<file path="src/rtl/btb_update_ctrl.sv">
// BTB update controller: turns resolved-branch reports into BTB write commands through a
// small FIFO that drains one command per cycle, and runs a full-BTB invalidate sweep on flush.
module btb_update_ctrl #(
    parameter int FIFO_DEPTH   = 4,
    parameter int BTB_ADDR_LEN = 7
) (
    input  logic        clk,
    input  logic        rst,
    input  logic        br_valid,
    output logic        br_ready,
    input  logic [31:0] br_pc,
    input  logic        br_taken,
    input  logic [31:0] br_target,
    input  logic        br_pred_hit,
    input  logic [31:0] br_pred_target,
    input  logic        flush_req,
    output logic        flush_busy,
    output logic        flush_done,
    output logic [1:0]  web,
    output logic [31:0] waddr,
    output logic [31:0] wr_data,
    output logic [31:0] upd_cnt,
    output logic [31:0] mispred_cnt,
    output logic [1:0]  fsm_state
);

    localparam int PW = (FIFO_DEPTH > 1) ? $clog2(FIFO_DEPTH) : 1;
    localparam logic [PW:0] DEPTH_C = (PW + 1)'(FIFO_DEPTH);

    localparam logic [1:0] S_IDLE  = 2'd0;
    localparam logic [1:0] S_DRAIN = 2'd1;
    localparam logic [1:0] S_SWEEP = 2'd2;

    localparam logic [1:0] WEB_NONE  = 2'b00;
    localparam logic [1:0] WEB_UPD   = 2'b01;
    localparam logic [1:0] WEB_ADD   = 2'b10;
    localparam logic [1:0] WEB_INVAL = 2'b11;

    // Handshake: a report transfers on any edge where br_valid & br_ready are both high;
    // br_ready depends only on internal state, never on br_valid.

    logic [1:0]              state;
    logic [BTB_ADDR_LEN-1:0] idx;
    logic [1:0]              fifo_web  [FIFO_DEPTH];
    logic [31:0]             fifo_pc   [FIFO_DEPTH];
    logic [31:0]             fifo_data [FIFO_DEPTH];
    logic [PW-1:0]           wr_ptr;
    logic [PW-1:0]           rd_ptr;
    logic [PW:0]             count;

    logic        empty;
    logic        full;
    logic        accept;
    logic        push;
    logic        pop;
    logic [1:0]  cmd_web;
    logic [31:0] cmd_data;

    assign empty      = (count == '0);
    assign full       = (count == DEPTH_C);
    assign br_ready   = (state == S_IDLE) && !full;
    assign accept     = br_valid && br_ready;
    assign push       = accept && (cmd_web != WEB_NONE);
    assign pop        = !empty && (state != S_SWEEP);
    assign flush_busy = (state != S_IDLE);
    assign fsm_state  = state;

    // Correct-prediction and not-taken-miss reports need no BTB write.
    always_comb begin
        cmd_web  = WEB_NONE;
        cmd_data = 32'h0;
        if (br_taken) begin
            if (!br_pred_hit) begin
                cmd_web  = WEB_ADD;
                cmd_data = br_target;
            end else if (br_target != br_pred_target) begin
                cmd_web  = WEB_UPD;
                cmd_data = br_target;
            end
        end else if (br_pred_hit) begin
            cmd_web = WEB_INVAL;
        end
    end

    always_comb begin
        web     = WEB_NONE;
        waddr   = 32'h0;
        wr_data = 32'h0;
        if (state == S_SWEEP) begin
            web   = WEB_INVAL;
            waddr = {{(32 - BTB_ADDR_LEN){1'b0}}, idx};
        end else if (!empty) begin
            web     = fifo_web[rd_ptr];
            waddr   = fifo_pc[rd_ptr];
            wr_data = fifo_data[rd_ptr];
        end
    end

    always_ff @(posedge clk or posedge rst) begin
        if (rst) begin
            for (int i = 0; i < FIFO_DEPTH; i++) begin
                fifo_web[i]  <= WEB_NONE;
                fifo_pc[i]   <= 32'h0;
                fifo_data[i] <= 32'h0;
            end
        end else if (push) begin
            fifo_web[wr_ptr]  <= cmd_web;
            fifo_pc[wr_ptr]   <= br_pc;
            fifo_data[wr_ptr] <= cmd_data;
        end
    end

    // Pointers wrap naturally because FIFO_DEPTH is a power of two.
    always_ff @(posedge clk or posedge rst) begin
        if (rst) begin
            wr_ptr      <= '0;
            rd_ptr      <= '0;
            count       <= '0;
            upd_cnt     <= 32'h0;
            mispred_cnt <= 32'h0;
        end else begin
            if (push) begin
                wr_ptr      <= wr_ptr + 1'b1;
                mispred_cnt <= mispred_cnt + 32'd1;
            end
            if (pop) begin
                rd_ptr  <= rd_ptr + 1'b1;
                upd_cnt <= upd_cnt + 32'd1;
            end
            case ({push, pop})
                2'b10:   count <= count + 1'b1;
                2'b01:   count <= count - 1'b1;
                default: count <= count;
            endcase
        end
    end

    always_ff @(posedge clk or posedge rst) begin
        if (rst) begin
            state      <= S_IDLE;
            idx        <= '0;
            flush_done <= 1'b0;
        end else begin
            flush_done <= 1'b0;
            case (state)
                S_IDLE: begin
                    if (flush_req) state <= S_DRAIN;
                end
                S_DRAIN: begin
                    if (empty) begin
                        state <= S_SWEEP;
                        idx   <= '0;
                    end
                end
                S_SWEEP: begin
                    idx <= idx + 1'b1;
                    if (idx == {BTB_ADDR_LEN{1'b1}}) begin
                        state      <= S_IDLE;
                        flush_done <= 1'b1;
                    end
                end
                default: state <= S_IDLE;
            endcase
        end
    end

endmodule
</file>
<file path="config.mk">
export PLATFORM = sky130hd
export DESIGN_NAME = btb_update_ctrl
export DESIGN_NICKNAME = d
export VERILOG_FILES = /design/src/rtl/btb_update_ctrl.sv
export SDC_FILE = /design/constraint.sdc
export NUM_CORES = 1
export LEC_CHECK = 0
export ABC_AREA = 1
export CAP_MARGIN = 15
export CORE_ASPECT_RATIO = 0.8
export CORE_MARGIN = 2
export CORE_UTILIZATION = 35
export CTS_CLUSTER_SIZE = 10
export DETAILED_ROUTE_END_ITERATION = 8
export GPL_TIMING_DRIVEN = 1
export PLACE_DENSITY = 0.59
export SLEW_MARGIN = 20
export SYNTH_ARGS = -nofsm -noshare
export SYNTH_HDL_FRONTEND = slang
export SYNTH_SLANG_ARGS = --single-unit
export TNS_END_PERCENT = 100
</file>
<file path="constraint.sdc">
create_clock -name clk -period 35.2 [get_ports clk]
set_input_delay 5.28 -clock clk [delete_from_list [all_inputs] [get_ports clk]]
set_output_delay 5.28 -clock clk [all_outputs]
set_load 0.02 [all_outputs]
</file>
=== Word level (Yosys, flattened, before mapping) ===
Cells that the tools add are included.

* Add/sub/neg operators: 7
* Bitwise operators: 2
* Multiplexer cells: 38
* Reductions and logical operators: 15
* Equal/unequal tests: 11
* Order comparisons: 3

{| class="wikitable"
|+ Operator list
! operator !! count
|-
| 32-bit two-way mux || 12
|-
| 128-bit bitwise mux || 2
|-
| 32-bit binary-select mux with 2-bit select || 2
|-
| 32-bit by 1-bit adder with 32-bit output, second input constant || 2
|-
| 32-bit demux with 2-bit select || 1
|-
| 32-bit inequality test || 1
|-
| 2-bit two-way mux || 11
|-
| 7-bit one-hot mux with 2 select lines || 1
|-
| 8-bit bitwise mux || 1
|-
| 2-bit nonzero test || 4
|-
| 7-bit by 1-bit adder with 7-bit output, second input constant || 1
|-
| 7-bit equality test, second input constant || 1
|-
| 7-bit two-way mux || 1
|-
| 3-bit greater-or-equal comparator, second input constant || 2
|-
| 2-bit inequality test, second input constant || 3
|-
| 2-bit NOT with 3-bit output || 2
|-
| 2-bit one-hot mux with 3 select lines || 1
|-
| 3-bit one-hot mux with 2 select lines || 1
|-
| 1-bit logical AND || 5
|-
| 2-bit by 1-bit adder with 2-bit output, second input constant || 2
|-
| 2-bit binary-select mux with 2-bit select || 1
|-
| 2-bit demux with 2-bit select || 1
|-
| 2-bit by 1-bit equality test with 1-bit output, second input constant || 2
|-
| 2-bit equality test, second input constant || 2
|-
| other kinds (11) || 14
|}

* Input port bits: 102
* Word-level logic and storage cells: 96
* Register bits after elaboration: 345

=== Logic depth before layout (Yosys ltp) ===
* Depth in word-level cells: 8
* Gate-level depth with buffers: 19
* Depth with buffers taken out: 17

=== Worst setup path before layout ===
OpenSTA, ideal clock, no wires.

* Path type: input port to flip-flop
* Start: input port br_pred_target[4]
* End: register count[2]
* Arrival: 7.273 ns
* Stages on the path: 17
* Slack: 27.797 ns
* Path buffers: 2
* Cell sequence: xnor2_1 > nand2_1 > nor2_1 > nand2_1 > nor2_1 > nand2_1 > nand2_2 > nand2_2 > buf_6 > nand2_4 > buf_4 > ha_1 > inv_1 > fa_1 > a21oi_1 > o21ai_0 > xor2_1

* Cells in the longest elaborated chain, start to end: 8
* Elaborated cells on any way between the ends: 10
* Those cells by class: 3 x eq/ne; 4 x mux; 3 x reduce/logical

{| class="wikitable"
|+ RTL lines
! element !! RTL line !! source
|-
| from (decl) || 15 || <nowiki>input logic [31:0] br_pred_target,</nowiki>
|-
| 32-bit inequality test * || 76 || <nowiki>end else if (br_target != br_pred_target) begin</nowiki>
|-
| 1-bit two-way mux * || 76 ||
|-
| 2-bit two-way mux * || 73 || <nowiki>if (!br_pred_hit) begin</nowiki>
|-
| 2-bit two-way mux * || 72 || <nowiki>if (br_taken) begin</nowiki>
|-
| 2-bit nonzero test * || 63 || <nowiki>assign push = accept && (cmd_web != WEB_NONE);</nowiki>
|-
| 1-bit logical AND * || 63 ||
|-
| 2-bit by 1-bit equality test with 1-bit output or 2-bit equality test (tied branches) || 130 || <nowiki>case ({push, pop})</nowiki>
|-
| 3-bit one-hot mux with 2 select lines or 2-bit nonzero test (tied branches) || n/a ||
|-
| to (signal assigned) || 131 || <nowiki>2'b10: count <= count + 1'b1;</nowiki>
|-
| to (signal assigned) || 132 || <nowiki>2'b01: count <= count - 1'b1;</nowiki>
|-
| to (signal assigned) || 133 || <nowiki>default: count <= count;</nowiki>
|-
| to (decl) || 49 || <nowiki>logic [PW:0] count;</nowiki>
|}

Every way passes the cells marked *; elsewhere a longest branch is shown, timed or not.
A chain may end at the register's enable or synchronous reset.

=== Worst setup path in the final report ===
* Start: register rd_ptr[0]
* End: output port waddr[3]

* Cells in the longest elaborated chain, start to end: 6

{| class="wikitable"
|+ RTL lines
! element !! RTL line !! source
|-
| from (decl) || 48 || <nowiki>logic [PW-1:0] rd_ptr;</nowiki>
|-
| from (signal assigned) || 127 || <nowiki>rd_ptr <= rd_ptr + 1'b1;</nowiki>
|-
| 2-bit NOT with 3-bit output (not written as such) || 94 || <nowiki>waddr = fifo_pc[rd_ptr];</nowiki>
|-
| 32-bit binary-select mux with 2-bit select || 94 ||
|-
| 32-bit two-way mux (not written as such) (2 in series) || 94 ||
|-
| 32-bit two-way mux || 92 || <nowiki>end else if (!empty) begin</nowiki>
|-
| 32-bit two-way mux || 89 || <nowiki>if (state == S_SWEEP) begin</nowiki>
|-
| to (decl) || 20 || <nowiki>output logic [31:0] waddr,</nowiki>
|}

Every way passes these cells. The select of a mux whose other input is x is not followed.

==> impl_metrics.env <==
export IMPL_status="completed"
export IMPL_finalSetupViolations=0
export IMPL_n_fill_cell=5046
export IMPL_hold_violations=0
export IMPL_timing_slew_headroom_pct=25.1
export IMPL_async_reset_ff_share_pct=100
export IMPL_p_leak_uw=0.0104
export IMPL_grt_setup_unrepaired="false"
export IMPL_syn_num_nets=2477
export IMPL_dpl_hpwl_um=32800
export IMPL_post_drt_wl_per_cell_um=17.8
export IMPL_cts_max_path_buffers=3
export IMPL_initial_utilization_pct=35.4
export IMPL_fin_tns_setup_ns=0
export IMPL_reg2reg_slack_ns=31.80
export IMPL_die_area_um2=53400
export IMPL_cts_sinks=345
export IMPL_tritoncts="yes"
export IMPL_die_w_um=258
export IMPL_gp_congestion=0.870
export IMPL_dr_pass1_iters=5
export IMPL_yosysWarnings=0
export IMPL_ys_seq_area_share_pct=47.8
export IMPL_portBuffers=236
export IMPL_cts_root_buffer="clkbuf_16"
export IMPL_first_global_vias=16200
export IMPL_min_period_ns=9.67
export IMPL_final_util_pct=42.7
export IMPL_power_per_cell_area_nw_per_um2=88.9
export IMPL_viasPerCell=5.21
export IMPL_synth_area_um2=18100
export IMPL_synth_top_cell_area_share_pct=47.8
export IMPL_synth_seq_cells=345
export IMPL_total_power_uw=1940
export IMPL_grt_pass1_wl_um=90900
export IMPL_syn_inst=2366
export IMPL_ant_nets=0
export IMPL_grt_max_degree=171
export IMPL_antenna_found_initial=0
export IMPL_nNetsFinal=2611
export IMPL_maxCapViolCount=0
export IMPL_io_pins=237
export IMPL_clk_latency_ns=0.56
export IMPL_cp_required_ns=29.92
export IMPL_synth_avg_cell_area_um2=7.63
export IMPL_grt_ovfl_total=0
export IMPL_period_share_pct=27.5
export IMPL_cts_made_buffers=41
export IMPL_synth_flop_cell="dfrtp_1"
export IMPL_cts_resized=0
export IMPL_arrival_ns=4.39
export IMPL_postCtsHoldBufs=0
export IMPL_critPathLaunchType="register"
export IMPL_critical_path_class="register to output pin"
export IMPL_min_path_type="register to register"
export IMPL_die_y_um=207
export IMPL_drt_iter0_drc=1410
export IMPL_antennaDiodeCount=0
export IMPL_finalClockSkew_ns=0.0177
export IMPL_worst_hold_slack_ns=0.464
export IMPL_crit_fanout=77
export IMPL_yosys_top_cells_area="dfrtp_1, nand2_1, nor2_1"
export IMPL_post_cts_buffers=0
export IMPL_track_usage_pct=21.0
export IMPL_synth_edf_count=0
export IMPL_tightest_slew_ns=1.12
export IMPL_wl_um=56900
export IMPL_core_um2=51000
export IMPL_fmax_mhz=103
export IMPL_finalMaxSlewViolations=0
export IMPL_yosysUniqueCellTypes=37
export IMPL_synth_most_common_cell="nand2_1"
export IMPL_worstSetupEndpointType="output pin"
export IMPL_vias=16600
export IMPL_post_route_drc_count=0
export IMPL_ir_worst_vdd_mv=0.0702
export IMPL_drive_above_1_share_pct=4.38
export IMPL_h_tree_depth=2
export IMPL_path_clk_slew_ns=0.06
export IMPL_syn_to_final_growth_pct=20.6
export IMPL_netlist_top_cell_by_area="dfrtp_1"
export IMPL_synthTopCellsByCount="nand2_1, dfrtp_1, nor2_1, o21ai_0, nand3_1"
export IMPL_rows=74
## logic make-up after synthesis
| family | count (synthesis) | share of synthesized area, % |
|---|---|---|
| AO/OA/AOI/OAI | 239 | 6.86 |
| XOR/XNOR | 89 | 4.32 |
| flip-flops | 345 | 47.8 |
| buffers and inverters | 280 | 7.23 |
| adder cells (fa/ha/maj) | 9 | 0.665 |
| AND/OR/NAND/NOR | 1404 | 33.1 |
## layer usage
metal  up-vias  routed length [µm]  global-route usage (%)
met1      7997               26100                    30.0
met5         -                   0                       0
met4         0                 982                    4.84
met3        65                4020                    3.01
met2       657               25800                    33.6
li1       7929                   -                       -
## placed cells by master, fill, tap and decap left out, types with 2 or more instances in the layout
cell | netlist | routed
dfrtp_1 | 345 | 343
a221o_1 | 3 | 3
nand2_2 | 4 | 2
clkbuf_16 | 0 | 41
clkbuf_1 | 73 | 6
nand3_1 | 154 | 153
nor2_1 | 325 | 325
nor2_2 | 7 | 7
clkbuf_8 | 0 | 5
ha_2 | 0 | 4
nor3_1 | 22 | 22
nand4_1 | 148 | 148
nand3_4 | 2 | 3
nand2_4 | 1 | 3
nor4_1 | 4 | 4
a21oi_1 | 65 | 65
xnor2_1 | 46 | 46
buf_4 | 5 | 16
o22ai_1 | 8 | 8
xor2_1 | 43 | 43
nand3_2 | 3 | 3
inv_1 | 105 | 101
nand2_1 | 729 | 729
ha_1 | 8 | 4
o21ai_1 | 3 | 3
inv_2 | 13 | 14
clkdlybuf4s50_1 | 0 | 236
o21ai_0 | 157 | 157
## final timing paths
kind	cells after the start	start	end
max	8	rd_ptr[0]	waddr[3]
min	2	fifo_pc[89]	fifo_pc[89]
max in group asynchronous	3	rst	fifo_data[17]
max reg2reg	9	fsm_state[1]	fifo_data[17]
min reg2reg	2	fifo_pc[89]	fifo_pc[89]
min in group asynchronous	2	rst	fsm_state[0]
## flip-flops by register name, summed over array words and instances (netlist names)
register / cells
fifo_data: 128
flush_done: 1
rd_ptr: 2
fifo_pc: 128
idx: 7
fifo_web: 8
count: 3
mispred_cnt: 32
wr_ptr: 2
fsm_state: 2
upd_cnt: 32
## worst max-delay path, stage by stage (launching register included)
cell and delay, ns:
dfrtp_4 0.39, buf_4 0.64, clkinv_2 0.98, buf_4 0.65, o21ai_0 0.24, o22ai_1 0.10, nand2_1 0.08, o21ai_0 0.12
clkdlybuf4s50_1 0.56
## per-stage QoR
stage          worst slack, ns  area (µm²)  instances
6_report                 25.53       21800       3196
3_3_place_gp             26.08       20600       3141
4_1_cts                  25.48       21800       3196
3_5_place_dp             26.07       20600       3141
2_1_floorplan            20.35       18100       2366
5_1_grt                  25.25       21800       3196
## where the power goes
| part | internal, µW | leakage (µW) | total (µW) | switching (µW) |
|---|---|---|---|---|
| registers | 540 | 0.00450 | 627 | 86.8 |
| logic | 323 | 0.00535 | 920 | 597 |
| clock network | 222 | 0.000576 | 390 | 168 |
| total | 1090 | 0.0104 | 1940 | 852 |
## cell type report
class	count	area, µm²	share of cell area (%)
sequential	345	8640	39.7
multi-input combinational	1741	8150	37.4
timing repair buffer	253	2500	11.5
clock buffer	52	1120	5.13
tap	684	856	3.93
inverter	118	454	2.08
clock inverter	3	66.3	0.304
No activity file was read; power rests on OpenSTA's default activity.
